File: config.mk
export PLATFORM = sky130hd
export DESIGN_NAME = conv_window_feeder
export DESIGN_NICKNAME = d
export VERILOG_FILES = /design/src/rtl/conv_pkg.sv /design/src/rtl/conv_line_buffer.sv /design/src/rtl/conv_window_feeder.sv
export SDC_FILE = /design/constraint.sdc
export NUM_CORES = 1
export LEC_CHECK = 0
export CAP_MARGIN = 40
export CORE_MARGIN = 5
export CORE_UTILIZATION = 37
export DETAILED_ROUTE_END_ITERATION = 16
export PLACE_DENSITY = 0.61
export SLEW_MARGIN = 20
export SYNTH_ARGS = -nofsm -noshare
export SYNTH_HDL_FRONTEND = slang
export SYNTH_SLANG_ARGS = --single-unit
File: constraint.sdc
create_clock -name i_clk -period 6.5 [get_ports i_clk]
set_input_delay 0.65 -clock i_clk [delete_from_list [all_inputs] [get_ports i_clk]]
set_output_delay 0.65 -clock i_clk [all_outputs]
set_load 0.1 [all_outputs]
File: src/rtl/conv_pkg.sv
// ----------------------------------------------------------------------------
// conv_pkg
// Shared definitions for the 3x3 convolution datapath: default data widths,
// the window side, the core's accumulated result width and the feeder FSM
// state encoding. Imported by the feeder, the core and downstream stages.
// ----------------------------------------------------------------------------
package conv_pkg;

    localparam int BIT_LEN  = 8;  // pixel / coefficient width
    localparam int M_LEN    = 3;  // window side (only 3 is supported)
    // Sum of nine BIT_LEN x BIT_LEN products needs 2*BIT_LEN + ceil(log2(9)) bits.
    localparam int CONV_LEN = 2 * BIT_LEN + $clog2(M_LEN * M_LEN);

    typedef enum logic [3:0] {
        ST_IDLE,
        ST_LOAD_K0,
        ST_LOAD_K1,
        ST_LOAD_K2,
        ST_STREAM,
        ST_EMIT0,
        ST_EMIT1,
        ST_EMIT2,
        ST_DRAIN
    } state_t;

    // True in the three states that drive image-row beats to the core.
    function automatic logic is_emit(state_t s);
        return (s == ST_EMIT0) || (s == ST_EMIT1) || (s == ST_EMIT2);
    endfunction

endpackage

File: src/rtl/conv_line_buffer.sv
// ----------------------------------------------------------------------------
// conv_line_buffer
// Holds the two previous image lines and the 3x3 window built from them.
// On every accepted pixel at column i_x:
//   - lb0[i_x] (row y-2) and lb1[i_x] (row y-1) are read,
//   - lb0[i_x] <= lb1[i_x], lb1[i_x] <= i_pix (the lines roll down one row),
//   - the top/mid/bottom column registers shift in lb0[i_x]/lb1[i_x]/i_pix.
// Window element [2] is column x (newest), [1] is x-1, [0] is x-2.
//
// Ports
//   i_clk        clock, rising edge
//   i_reset      synchronous active-low reset (clears column registers only)
//   i_accept     pixel accepted this cycle
//   i_row_start  accepted pixel is column 0: older columns are cleared
//   i_x          column of the accepted pixel
//   i_pix        pixel value
//   o_win_top    row y-2, columns x-2..x
//   o_win_mid    row y-1, columns x-2..x
//   o_win_bot    row y,   columns x-2..x
// ----------------------------------------------------------------------------
module conv_line_buffer #(
    parameter int BIT_LEN = 8,
    parameter int IMG_W   = 8,
    parameter int CW      = $clog2(IMG_W)
) (
    input  logic                    i_clk,
    input  logic                    i_reset,
    input  logic                    i_accept,
    input  logic                    i_row_start,
    input  logic [CW-1:0]           i_x,
    input  logic [BIT_LEN-1:0]      i_pix,
    output logic [2:0][BIT_LEN-1:0] o_win_top,
    output logic [2:0][BIT_LEN-1:0] o_win_mid,
    output logic [2:0][BIT_LEN-1:0] o_win_bot
);

    logic [BIT_LEN-1:0] r_lb0 [IMG_W];
    logic [BIT_LEN-1:0] r_lb1 [IMG_W];

    logic [2:0][BIT_LEN-1:0] r_top;
    logic [2:0][BIT_LEN-1:0] r_mid;
    logic [2:0][BIT_LEN-1:0] r_bot;

    logic [BIT_LEN-1:0] w_lb0_rd;
    logic [BIT_LEN-1:0] w_lb1_rd;

    assign w_lb0_rd = r_lb0[i_x];
    assign w_lb1_rd = r_lb1[i_x];

    // NOTE: the line arrays are deliberately left out of reset so they map to
    // plain storage; every entry is rewritten during rows 0 and 1 before any
    // window reads it.
    // NOTE: sequential state is assigned with <= so every register samples
    // pre-edge values, independent of statement order.
    always_ff @(posedge i_clk) begin
        if (i_accept) begin
            r_lb0[i_x] <= w_lb1_rd;
            r_lb1[i_x] <= i_pix;
        end
    end

    always_ff @(posedge i_clk) begin
        if (!i_reset) begin
            r_top <= '0;
            r_mid <= '0;
            r_bot <= '0;
        end else if (i_accept) begin
            if (i_row_start) begin
                // Drop the previous row's columns so windows never mix rows.
                r_top <= {w_lb0_rd, {(2 * BIT_LEN){1'b0}}};
                r_mid <= {w_lb1_rd, {(2 * BIT_LEN){1'b0}}};
                r_bot <= {i_pix,    {(2 * BIT_LEN){1'b0}}};
            end else begin
                r_top <= {w_lb0_rd, r_top[2:1]};
                r_mid <= {w_lb1_rd, r_mid[2:1]};
                r_bot <= {i_pix,    r_bot[2:1]};
            end
        end
    end

    assign o_win_top = r_top;
    assign o_win_mid = r_mid;
    assign o_win_bot = r_bot;

endmodule

File: src/rtl/conv_window_feeder.sv
// ----------------------------------------------------------------------------
// conv_window_feeder
// Upstream stage of the 3x3 convolution core. Captures a kernel on i_start,
// loads it into the core as three kernel-row beats, then accepts a raster
// pixel stream. Each pixel that completes a valid-mode window stalls the
// stream for three image-row beats (top, mid, bottom). A two-stage strobe
// pipeline raises o_res_valid, tagged with the window's right column and
// bottom row, in the cycle the core's o_data holds that window's sum.
//
// Ports
//   i_clk        clock, rising edge
//   i_reset      synchronous active-low reset
//   i_start      frame start, sampled only in IDLE
//   i_kernel     k0..k8 raster order, k0 in LSBs
//   i_pix_valid  pixel offered
//   i_pix        pixel, raster order
//   o_pix_ready  pixel accepted when i_pix_valid & o_pix_ready
//   o_valid      core i_valid
//   o_selecK_I   0 = kernel row, 1 = image row
//   o_data0/1/2  left / centre / right element of the row beat
//   o_res_valid  core o_data is valid this cycle
//   o_res_x      window right column
//   o_res_y      window bottom row
//   o_busy       high outside IDLE
//   o_done       one-cycle pulse with the frame's last result strobe
// ----------------------------------------------------------------------------
module conv_window_feeder #(
    parameter int BIT_LEN = conv_pkg::BIT_LEN,
    parameter int M_LEN   = conv_pkg::M_LEN,
    parameter int IMG_W   = 8,
    parameter int IMG_H   = 8,
    parameter int CW      = $clog2(IMG_W),
    parameter int RW      = $clog2(IMG_H)
) (
    input  logic                 i_clk,
    input  logic                 i_reset,
    input  logic                 i_start,
    input  logic [9*BIT_LEN-1:0] i_kernel,
    input  logic                 i_pix_valid,
    input  logic [BIT_LEN-1:0]   i_pix,
    output logic                 o_pix_ready,
    output logic                 o_valid,
    output logic                 o_selecK_I,
    output logic [BIT_LEN-1:0]   o_data0,
    output logic [BIT_LEN-1:0]   o_data1,
    output logic [BIT_LEN-1:0]   o_data2,
    output logic                 o_res_valid,
    output logic [CW-1:0]        o_res_x,
    output logic [RW-1:0]        o_res_y,
    output logic                 o_busy,
    output logic                 o_done
);

    import conv_pkg::*;

    localparam logic [CW-1:0] X_LAST  = CW'(IMG_W - 1);
    localparam logic [RW-1:0] Y_LAST  = RW'(IMG_H - 1);
    // First column / row at which a full window exists.
    localparam logic [CW-1:0] X_FIRST = CW'(M_LEN - 1);
    localparam logic [RW-1:0] Y_FIRST = RW'(M_LEN - 1);

    state_t r_state;
    state_t w_state_next;

    logic [8:0][BIT_LEN-1:0] r_kernel;
    logic [CW-1:0]           r_x;
    logic [RW-1:0]           r_y;
    logic [CW-1:0]           r_lat_x;
    logic [RW-1:0]           r_lat_y;

    // Strobe pipeline: stage 1 mirrors the core's multiply register, stage 2
    // is the cycle its combinational sum is valid.
    logic                    r_p1_valid;
    logic [CW-1:0]           r_p1_x;
    logic [RW-1:0]           r_p1_y;
    logic                    r_res_valid;
    logic [CW-1:0]           r_res_x;
    logic [RW-1:0]           r_res_y;

    logic                    w_accept;
    logic                    w_win_ready;
    logic                    w_row_start;
    logic                    w_last_window;

    logic [2:0][BIT_LEN-1:0] w_win_top;
    logic [2:0][BIT_LEN-1:0] w_win_mid;
    logic [2:0][BIT_LEN-1:0] w_win_bot;

    assign w_win_ready   = (r_x >= X_FIRST) && (r_y >= Y_FIRST);
    assign w_row_start   = (r_x == '0);
    assign w_last_window = (r_lat_x == X_LAST) && (r_lat_y == Y_LAST);

    conv_line_buffer #(
        .BIT_LEN (BIT_LEN),
        .IMG_W   (IMG_W),
        .CW      (CW)
    ) u_line_buffer (
        .i_clk       (i_clk),
        .i_reset     (i_reset),
        .i_accept    (w_accept),
        .i_row_start (w_row_start),
        .i_x         (r_x),
        .i_pix       (i_pix),
        .o_win_top   (w_win_top),
        .o_win_mid   (w_win_mid),
        .o_win_bot   (w_win_bot)
    );

    // ------------------------------------------------------------------
    // FSM state register
    // ------------------------------------------------------------------
    always_ff @(posedge i_clk) begin
        if (!i_reset) begin
            r_state <= ST_IDLE;
        end else begin
            r_state <= w_state_next;
        end
    end

    // ------------------------------------------------------------------
    // FSM next state and outputs. All outputs decode the registered state
    // and registered data; only the next state looks at i_pix_valid.
    // ------------------------------------------------------------------
    // NOTE: every signal written here gets a default first, so no path
    // through the case can leave one unassigned and infer a latch.
    always_comb begin
        w_state_next = r_state;
        w_accept     = 1'b0;
        o_pix_ready  = 1'b0;
        o_valid      = 1'b0;
        o_selecK_I   = is_emit(r_state);
        o_data0      = '0;
        o_data1      = '0;
        o_data2      = '0;
        o_done       = 1'b0;
        o_busy       = (r_state != ST_IDLE);

        case (r_state)
            ST_IDLE: begin
                if (i_start) begin
                    w_state_next = ST_LOAD_K0;
                end
            end
            ST_LOAD_K0: begin
                o_valid      = 1'b1;
                o_data0      = r_kernel[0];
                o_data1      = r_kernel[1];
                o_data2      = r_kernel[2];
                w_state_next = ST_LOAD_K1;
            end
            ST_LOAD_K1: begin
                o_valid      = 1'b1;
                o_data0      = r_kernel[3];
                o_data1      = r_kernel[4];
                o_data2      = r_kernel[5];
                w_state_next = ST_LOAD_K2;
            end
            ST_LOAD_K2: begin
                o_valid      = 1'b1;
                o_data0      = r_kernel[6];
                o_data1      = r_kernel[7];
                o_data2      = r_kernel[8];
                w_state_next = ST_STREAM;
            end
            ST_STREAM: begin
                o_pix_ready = 1'b1;
                w_accept    = i_pix_valid;
                if (i_pix_valid && w_win_ready) begin
                    w_state_next = ST_EMIT0;
                end
            end
            ST_EMIT0: begin
                o_valid      = 1'b1;
                o_data0      = w_win_top[0];
                o_data1      = w_win_top[1];
                o_data2      = w_win_top[2];
                w_state_next = ST_EMIT1;
            end
            ST_EMIT1: begin
                o_valid      = 1'b1;
                o_data0      = w_win_mid[0];
                o_data1      = w_win_mid[1];
                o_data2      = w_win_mid[2];
                w_state_next = ST_EMIT2;
            end
            ST_EMIT2: begin
                o_valid      = 1'b1;
                o_data0      = w_win_bot[0];
                o_data1      = w_win_bot[1];
                o_data2      = w_win_bot[2];
                w_state_next = w_last_window ? ST_DRAIN : ST_STREAM;
            end
            ST_DRAIN: begin
                // The last window's strobe is the end of the frame.
                if (r_res_valid) begin
                    o_done       = 1'b1;
                    w_state_next = ST_IDLE;
                end
            end
            default: begin
                w_state_next = ST_IDLE;
            end
        endcase
    end

    // ------------------------------------------------------------------
    // Kernel capture, raster counters and window coordinate latch
    // ------------------------------------------------------------------
    always_ff @(posedge i_clk) begin
        if (!i_reset) begin
            r_kernel <= '0;
            r_x      <= '0;
            r_y      <= '0;
            r_lat_x  <= '0;
            r_lat_y  <= '0;
        end else begin
            if (r_state == ST_IDLE && i_start) begin
                r_kernel <= i_kernel;
                r_x      <= '0;
                r_y      <= '0;
            end
            if (w_accept) begin
                if (r_x == X_LAST) begin
                    r_x <= '0;
                    r_y <= r_y + 1'b1;
                end else begin
                    r_x <= r_x + 1'b1;
                end
                if (w_win_ready) begin
                    r_lat_x <= r_x;
                    r_lat_y <= r_y;
                end
            end
        end
    end

    // ------------------------------------------------------------------
    // Result strobe pipeline. Coordinates are copied out of the latch at
    // EMIT2 because the next accepted pixel may overwrite the latch before
    // this window's strobe appears.
    // ------------------------------------------------------------------
    always_ff @(posedge i_clk) begin
        if (!i_reset) begin
            r_p1_valid  <= 1'b0;
            r_p1_x      <= '0;
            r_p1_y      <= '0;
            r_res_valid <= 1'b0;
            r_res_x     <= '0;
            r_res_y     <= '0;
        end else begin
            r_p1_valid  <= (r_state == ST_EMIT2);
            r_res_valid <= r_p1_valid;
            if (r_state == ST_EMIT2) begin
                r_p1_x <= r_lat_x;
                r_p1_y <= r_lat_y;
            end
            if (r_p1_valid) begin
                r_res_x <= r_p1_x;
                r_res_y <= r_p1_y;
            end
        end
    end

    assign o_res_valid = r_res_valid;
    assign o_res_x     = r_res_x;
    assign o_res_y     = r_res_y;

endmodule

==> flow_metrics.tcl, run 1 <==
set metrics [dict create \
    drt_first_pass_iters 5 \
    synth_seq_cells 305 \
    status "completed" \
    ant_nets 0 \
    htreeDepth 1 \
    relSlewSlack_pct 47.7 \
    place_congestion 0.793 \
    drc_errors 0 \
    post-route-min-period_ps 4000 \
    grt_util_met2_pct 27.6 \
    io_pins 120 \
    grt.met1_usage_pct 23.6 \
    postLayoutCellArea_sq_um 15600 \
    p_leak_nw 5.20 \
    setup_violations 0 \
    n_antenna_cell 0 \
    final_max_slew_viol_count 0 \
    postCtsSetupBuffers 0 \
    dp_hpwl_um 21100 \
    routed_wl_um 31600 \
    syn_inst 1087 \
    core_area_sq_um 33300 \
    met3_usage_pct 2.35 \
    r2r_cells 4 \
    p_per_area_nw_per_um2 270 \
    grt_pass1_vias 8678 \
    hp-class "reg2reg" \
    arrival_ps 3350 \
    antenna_found_initial 0 \
    design_power_total_mw 4.22 \
    tns_ps 0 \
    final_cells 1685 \
    clockBufferDepth 3 \
    hold_depth 2 \
    cts.clk_slew.worst_paths_ps 60 \
    overflow 0 \
    layout-drive-gt1-share_pct 13.4 \
    synth-seq-area-share_pct 59.8 \
    area.growth.synth_to_final_pct 26.3 \
    grt-busiest-layer "met2" \
    cts_buffers 30 \
    dpl-instance-area_sq_um 14500 \
    drt_iter0_drc 664 \
    final_nets 1303 \
    via_per_inst 5.16 \
    maxCapViolCount 0 \
    critPathMaxFanout 18 \
    core.rowCount 67 \
    grtUsageTotal_pct 16.8 \
    port-buffer-count 119 \
    root_buffer "clkbuf_16" \
    tightest_slew_ps 784 \
    finalCritPeriodShare_pct 61.6 \
    clock_latency_ps 550 \
    holdWs_ps 450 \
    die_y_um 193 \
    fmax_mhz 250 \
    synth_cell_type_count 42 \
    routedWlPerCell_um 18.7 \
    grt_pass1_wl_um 49500 \
    avgSynthCellArea_sq_um 11.4 \
    cts_hold_buf 0 \
    cts_resized 0 \
    route.vias.total 8698 \
    die_area_sq_um 37200 \
    fp.dieW_um 193 \
    initial_core_util_pct 37.1 \
    path_class "reg2out" \
    dp.cells 1627 \
    hold_viol 0 \
    fin_skew_ps 14.9 \
    worstSetupEndpointType "output port" \
    grt_max_degree 78 \
    grt_setup_unrepaired "false" \
    ys.warnings.count 0 \
    ir_drop_mv 0.192 \
    cts_tree "yes" \
    cp-start-kind "flip-flop" \
    worst_ep_required_time_ps 5850 \
    syn_area_sq_um 12400 \
    synth_nets 1177 \
    cts_sinks 305 \
]
-- area by class of cell --
| cell class | count | area [sq um] |
|---|---|---|
| fill | 3033 | 17700 |
| sequential | 305 | 7390 |
| multi-input combinational | 692 | 4570 |
| timing repair buffer | 180 | 2050 |
| clock buffer | 40 | 881 |
| tap | 448 | 561 |
| clock inverter | 16 | 156 |
| inverter | 4 | 15.0 |
-- worst paths after layout --
check / from / endpoint / slack, ps
setup / recovery: r_state[0]$_SDFFE_PN0P_ / o_data2[1] / 2500
hold / removal: u_line_buffer.o_win_top[2]$_SDFFE_PN0P_ / u_line_buffer.o_win_top[2]$_SDFFE_PN0P_ / 450
setup reg to reg: r_state[2]$_SDFFE_PN0P_ / u_line_buffer.r_lb1[2][2]$_DFFE_PP_ / 3600
hold reg to reg: u_line_buffer.o_win_top[2]$_SDFFE_PN0P_ / u_line_buffer.o_win_top[2]$_SDFFE_PN0P_ / 450
-- logic make-up after synthesis --
family / after synthesis / synth area share (%)
AO/OA/AOI/OAI: 235 / 13.8
multiplexers: 58 / 8.02
adder cells (fa/ha/maj): 6 / 0.607
AND/OR/NAND/NOR: 393 / 14.0
buffers and inverters: 90 / 3.76
flip-flops: 305 / 59.8
-- through the flow --
step           utilization [%]  worst slack [ps]
2_1_floorplan                -              1930
3_3_place_gp              41.6              2720
3_5_place_dp              43.7              3080
4_1_cts                   46.8              2470
5_1_grt                   46.9              2290
6_report                  46.9              2500
-- flip-flops by register name (all words and copies together), names as in the netlist, named ones only --
name	count
r_y	3
u_line_buffer.r_lb1	64
r_p1_valid	1
r_x	3
o_res_valid	1
r_p1_x	3
r_kernel	72
u_line_buffer.o_win_bot	24
o_res_x	3
o_res_y	3
r_p1_y	3
u_line_buffer.o_win_mid	24
u_line_buffer.o_win_top	24
r_lat_x	3
u_line_buffer.r_lb0	64
r_state	4
r_lat_y	3
-- worst max-delay path, cell delays in order, from the launching register on --
cell	delay (ps)
dfxtp_1	560
nand2b_1	210
nor2_2	660
buf_4	390
a22oi_1	130
nand3_1	90
clkdlybuf4s50_1	580
buf_16	190
-- placed cells by master, fill, tap and decap left out, drive strengths merged, types with 32 or more instances in the layout --
master,count
nand2,232
dfxtp,177
mux4,32
a22oi,72
nand3,79
clkbuf,40
a21boi,131
buf,62
clkdlybuf4s50,118
nor2,34
edfxtp,128
-- cells in the mapped netlist --
master	count	area [sq um]
mux2_2	8	90.1
and4_1	1	8.76
o21ai_0	17	85.1
nand2_1	232	871
a41oi_1	1	8.76
mux4_2	32	721
nand4_1	1	6.26
nand3b_1	2	15.0
and2_1	4	25.0
a22oi_1	72	541
ha_1	6	75.1
a21boi_1	35	263
dfxtp_1	177	3540
nand3_1	79	395
inv_1	4	15.0
nor3_2	2	20.0
edfxtp_1	128	3840
nand2b_1	3	18.8
buf_2	24	120
and4b_1	2	20.0
a21boi_0	96	721
buf_1	3	11.3
o2bb2ai_1	1	8.76
nor3b_2	1	12.5
o22ai_1	5	31.3
buf_8	2	30.0
and3_1	3	18.8
o21a_1	1	7.51
nor4b_4	1	23.8
or3_1	2	12.5
buf_4	4	30.0
nor4_1	1	6.26
or3b_2	1	8.76
mux2i_1	18	180
a31oi_1	4	25.0
nor2_1	34	128
clkbuf_1	45	169
nor2b_1	20	125
nor3_1	4	20.0
o2111ai_1	1	8.76
a21oi_1	2	10.0
buf_6	8	90.1
-- power breakdown --
part           total (mW)  switching, mW  internal, mW
clock network        1.77          0.707          1.07
registers            2.06         0.0293          2.03
logic               0.385          0.229         0.156
total                4.22          0.965          3.25
-- metal layers --
metal	part of all wire, %	routed length (um)	up-vias
met5	0	0	-
li1	-	-	4162
met4	2.1	658	0
met3	4.6	1460	42
met2	49	15400	194
met1	45	14100	4300
Note: power is estimated with default switching activity, not from simulation.
==> run 2, diff against run 1 <==
clock period = 3.95 ns   (was 6.5 ns; I/O delays follow)
==> flow_metrics.tcl, run 2 (synthesis results as in run 1) <==
set metrics [dict create \
    timing.rr.start "r_state[2]$_SDFFE_PN0P_" \
    post-route-min-period_ps 3260 \
    drc_errors 0 \
    dp.cells 1613 \
    n_antenna_cell 0 \
    fin_skew_ps 9.49 \
    cts_hold_buf 0 \
    core.rowCount 67 \
    top_layer "met4" \
    drt_iter0_drc 606 \
    cts_buffers 31 \
    routed_wl_um 31900 \
    htreeDepth 1 \
    fmax_mhz 307 \
    critPathMaxFanout 24 \
    crit_chain "nand2b_1 > nor2_2 > buf_4 > a22oi_1 > nand3_1 > buf_4" \
    regMostFlops "r_kernel" \
    fp.dieW_um 193 \
    finalCritPeriodShare_pct 82.6 \
    via_per_inst 5.20 \
    relSlewSlack_pct 48.2 \
    tightest_slew_ps 776 \
    initial_core_util_pct 37.1 \
    hold_viol 0 \
    postCtsSetupBuffers 0 \
    dp_hpwl_um 21000 \
    arrival_ps 2870 \
    cts.clk_slew.worst_paths_ps 60 \
    crit_path_max_incr_delay_ps 580 \
    reg2reg_slack_ps 1380 \
    setup_violations 0 \
    die_area_sq_um 37200 \
    met1_length_um 14500 \
    post-route-util_pct 46.0 \
    hold_depth 2 \
    final_cell_mix "231 x nand2_1, 177 x dfxtp_1, 128 x edfxtp_1" \
    clockBufferDepth 3 \
    grt_pass1_vias 8525 \
    final_common_cell "nand2_1" \
    ant_nets 0 \
    cp-start-kind "flip-flop" \
    hp-class "in2reg" \
    antenna_found_initial 0 \
    p_leak_nw 5.14 \
    clock_latency_ps 560 \
    grtUsageTotal_pct 16.7 \
    path_common_cell "buf_4" \
    core_area_sq_um 33300 \
    io_pins 120 \
    overflow 0 \
    grt_setup_unrepaired "false" \
    cts_sinks 305 \
    grt_max_degree 97 \
    die_y_um 193 \
    p_per_area_nw_per_um2 440 \
    tns_ps 0 \
    layout-drive-gt1-share_pct 14.1 \
    dr_wl_met2_um 15300 \
    status "completed" \
    min_to "o_res_valid$_SDFF_PN0_" \
    min_from "i_reset" \
    route.vias.total 8698 \
    ir_drop_mv 0.366 \
    cts_resized 0 \
    root_buffer "clkbuf_16" \
    port-buffer-count 119 \
    final_cells 1673 \
    r2r_cells 5 \
    largest_reg_flops 72 \
    place_congestion 0.797 \
    r2r_end "u_line_buffer.o_win_bot[2]$_SDFFE_PN0P_" \
    routedWlPerCell_um 19.0 \
    worst_ep_required_time_ps 3560 \
    largestRegisters "r_kernel (72), u_line_buffer.r_lb0 (64), u_line_buffer.r_lb1 (64)" \
    final_nets 1290 \
    path_class "reg2out" \
    worst-path-buf-inv 2 \
    worstSetupEndpointType "output port" \
    dr_wl_met3_um 1440 \
    final_max_slew_viol_count 0 \
    cts_tree "yes" \
    path_delay_family "simple AND/OR/NAND/NOR gates" \
    maxCapViolCount 0 \
    grt_pass1_wl_um 49100 \
    drt_first_pass_iters 5 \
    cp_slowest_cell "dfxtp_1" \
    area.growth.synth_to_final_pct 23.9 \
]
==> run 2: cell types whose count changed in the layout (fill, tap and decap cells not counted), moves of 6 or more <==
cell,before,now
buf_12,1,17
clkbuf_1,3,11
clkdlybuf4s50_1,118,93
buf_4,18,43
buf_8,35,8
clkinv_1,8,2
==> run 2: worst max path at each step <==
stage | start | to | slack, ps | cells past startpoint
detailed placement | r_state[0]$_SDFFE_PN0P_ | o_data2[5] | 1280 | 6
finish | r_state[0]$_SDFFE_PN0P_ | o_data2[5] | 690 | 6
floorplan | r_state[3]$_SDFFE_PN0P_ | u_line_buffer.r_lb0[4][0]$_DFFE_PP_ | 230 | 4
global placement | r_state[0]$_SDFFE_PN0P_ | o_data2[5] | 1340 | 6
global route | r_state[0]$_SDFFE_PN0P_ | o_data2[5] | 520 | 6
CTS | r_state[0]$_SDFFE_PN0P_ | o_data2[5] | 650 | 6
==> run 2: per-layer routing <==
layer / track usage (%) / vias to the layer above
li1: - / 4140
met1: 24.0 / 4305
met2: 27.2 / 209
met3: 2.19 / 44
met4: 3.76 / 0
met5: 0 / -
==> run 2: final cells by class <==
cell class	count	area, sq um
Multi-Input combinational cell	692	4550
Tap cell	448	561
Clock inverter	11	56.3
Clock buffer	47	897
Timing Repair Buffer	166	1850
Sequential cell	305	7390
Inverter	4	15.0
Fill cell	3091	18000
==> run 2: per-stage QoR <==
| step | hold WS, ps | setup slack, ps | power, mW | cell area, sq um |
|---|---|---|---|---|
| final | 173 | 689 | 6.74 | 15300 |
| after global routing | 181 | 518 | 6.99 | 15300 |
| after floorplan | 430 | 229 | 3.81 | 12400 |
| after CTS | 380 | 654 | 6.80 | 15300 |
| after global placement | 440 | 1340 | 4.04 | 14100 |
| after detailed placement | 445 | 1280 | 4.06 | 14300 |
==> run 2: report_power, final <==
| part | switching (mW) | internal (mW) |
|---|---|---|
| Combinational | 0.374 | 0.229 |
| Clock | 1.19 | 1.56 |
| Sequential | 0.0475 | 3.34 |
==> run 3, diff against run 2 <==
PLACE_DENSITY = 0.63   (was 0.61)
clock period = 3 ns   (was 3.95 ns; I/O delays follow)
==> flow_metrics.tcl, run 3 (synthesis results as in run 1) <==
set metrics [dict create \
    overflow 0 \
    dp_hpwl_um 20800 \
    hold_depth 2 \
    clock_latency_ps 510 \
    cts.clk_slew.worst_paths_ps 60 \
    r2r_cells 4 \
    cts_tree "yes" \
    grt-busiest-layer "met2" \
    cts_sinks 305 \
    final_cells 1659 \
    grt_pass1_vias 8397 \
    grtUsageTotal_pct 16.6 \
    dpl_worst_slack_ps 680 \
    routed_wl_um 31200 \
    fp.dieW_um 193 \
    routedWlPerCell_um 18.8 \
    drc_errors 0 \
    layout-drive-gt1-share_pct 14.9 \
    htreeDepth 2 \
    regMostFlops "r_kernel" \
    worstSetupEndpointType "output port" \
    crit_chain "nand2b_1 > nor3b_2 > buf_4 > a22oi_1 > nand3_1 > buf_12" \
    grt.met1_usage_pct 22.6 \
    largestRegisters "r_kernel (72), u_line_buffer.r_lb0 (64), u_line_buffer.r_lb1 (64)" \
    cp_slowest_cell "dfxtp_1" \
    fmax_mhz 366 \
    reg2reg_slack_ps 670 \
    dpl-instance-area_sq_um 14200 \
    ir_drop_mv 0.318 \
    core_area_sq_um 33300 \
    min_to "r_y[1]$_SDFF_PN0_" \
    p_per_area_nw_per_um2 603 \
    r2r_end "u_line_buffer.r_lb0[0][3]$_DFFE_PP_" \
    core.rowCount 67 \
    crit_path_max_incr_delay_ps 580 \
    drt_iter0_drc 624 \
    largest_reg_flops 72 \
    port-buffer-count 119 \
    place_congestion 0.792 \
    drt_first_pass_iters 5 \
    cts_hold_buf 0 \
    dp.cells 1600 \
    startpoint "r_state[0]$_SDFFE_PN0P_" \
    fin_skew_ps 18.8 \
    clockPowerShare_pct 42.9 \
    path_delay_family "simple AND/OR/NAND/NOR gates" \
    post-route-util_pct 45.9 \
    path_class "reg2out" \
    worst_ep_required_time_ps 2700 \
    arrival_ps 2430 \
    die_area_sq_um 37200 \
    route.vias.total 8573 \
    grt_max_degree 73 \
    cp-start-kind "flip-flop" \
    design_power_total_mw 9.22 \
    tns_ps 0 \
    setup_slack_ps 266 \
    p_leak_nw 5.10 \
    critPathMaxFanout 24 \
    ant_nets 0 \
    maxCapViolCount 0 \
    grt_pass1_wl_um 48500 \
    status "completed" \
    die_y_um 193 \
    n_antenna_cell 0 \
    switching_power_mw 2.17 \
    timing.rr.start "r_state[2]$_SDFFE_PN0P_" \
    holdWs_ps 321 \
    setup_violations 0 \
    final_cell_mix "231 x nand2_1, 177 x dfxtp_1, 128 x edfxtp_1" \
    grt_setup_unrepaired "false" \
    swShare_pct 23.6 \
    area.growth.synth_to_final_pct 23.7 \
    postLayoutCellArea_sq_um 15300 \
    initial_core_util_pct 37.1 \
    postCtsSetupBuffers 0 \
    tightest_slew_ps 544 \
    grt_util_met2_pct 27.9 \
    seq_power_share_pct 48.4 \
    met3_usage_pct 2.24 \
    cts_resized 0 \
    post-route-min-period_ps 2730 \
    final_common_cell "nand2_1" \
    hp-class "in2reg" \
    combPwrFrac_pct 8.7 \
    finalCritPeriodShare_pct 91.1 \
    min_from "i_reset" \
    antenna_found_initial 0 \
    worst-path-buf-inv 2 \
    relSlewSlack_pct 63.6 \
    io_pins 120 \
    root_buffer "clkbuf_16" \
    clockBufferDepth 3 \
    hold_viol 0 \
    cts_buffers 34 \
    p_int_mw 7.04 \
    final_max_slew_viol_count 0 \
    final_nets 1278 \
    via_per_inst 5.17 \
]
==> run 3: how the worst max path moves through the flow <==
stage / end / depth (start not counted)
3_5_place_dp: u_line_buffer.r_lb0[0][7]$_DFFE_PP_ / 4
6_report: o_data2[7] / 6
3_3_place_gp: u_line_buffer.r_lb1[4][5]$_DFFE_PP_ / 4
4_1_cts: o_data2[6] / 6
2_1_floorplan: u_line_buffer.r_lb0[5][0]$_DFFE_PP_ / 4
5_1_grt: o_data0[5] / 6
==> run 3: power by group through the flow <==
stage / clock network, mW / logic [mW] / registers (mW)
2_1_floorplan: 0 / 0.489 / 4.52
3_3_place_gp: 0 / 0.797 / 4.55
3_5_place_dp: 0 / 0.806 / 4.55
6_report: 3.95 / 0.800 / 4.47
4_1_cts: 4.05 / 0.807 / 4.46
5_1_grt: 4.23 / 0.862 / 4.47
==> run 3: final cells by class <==
type | count | area, sq um
clock inverters | 16 | 145
repair buffers | 151 | 1690
multi-input cells | 692 | 4580
inverters | 4 | 15.0
well taps | 448 | 561
flip-flops and latches | 305 | 7390
clock buffers | 43 | 915
fillers | 3032 | 18000
==> run 3: routing by layer <==
layer,vias to the layer above,wire length (um)
li1,4106,-
met1,4218,13600
met2,199,15600
met3,50,1320
met4,0,666
met5,-,0
==> run 3: worst register-to-register path, delay by kind of cell (launching register included) <==
kind / cells / cell delay (ps)
flip-flops: 1 / 520
AND/OR/NAND/NOR: 3 / 1210
buffers and inverters: 1 / 270
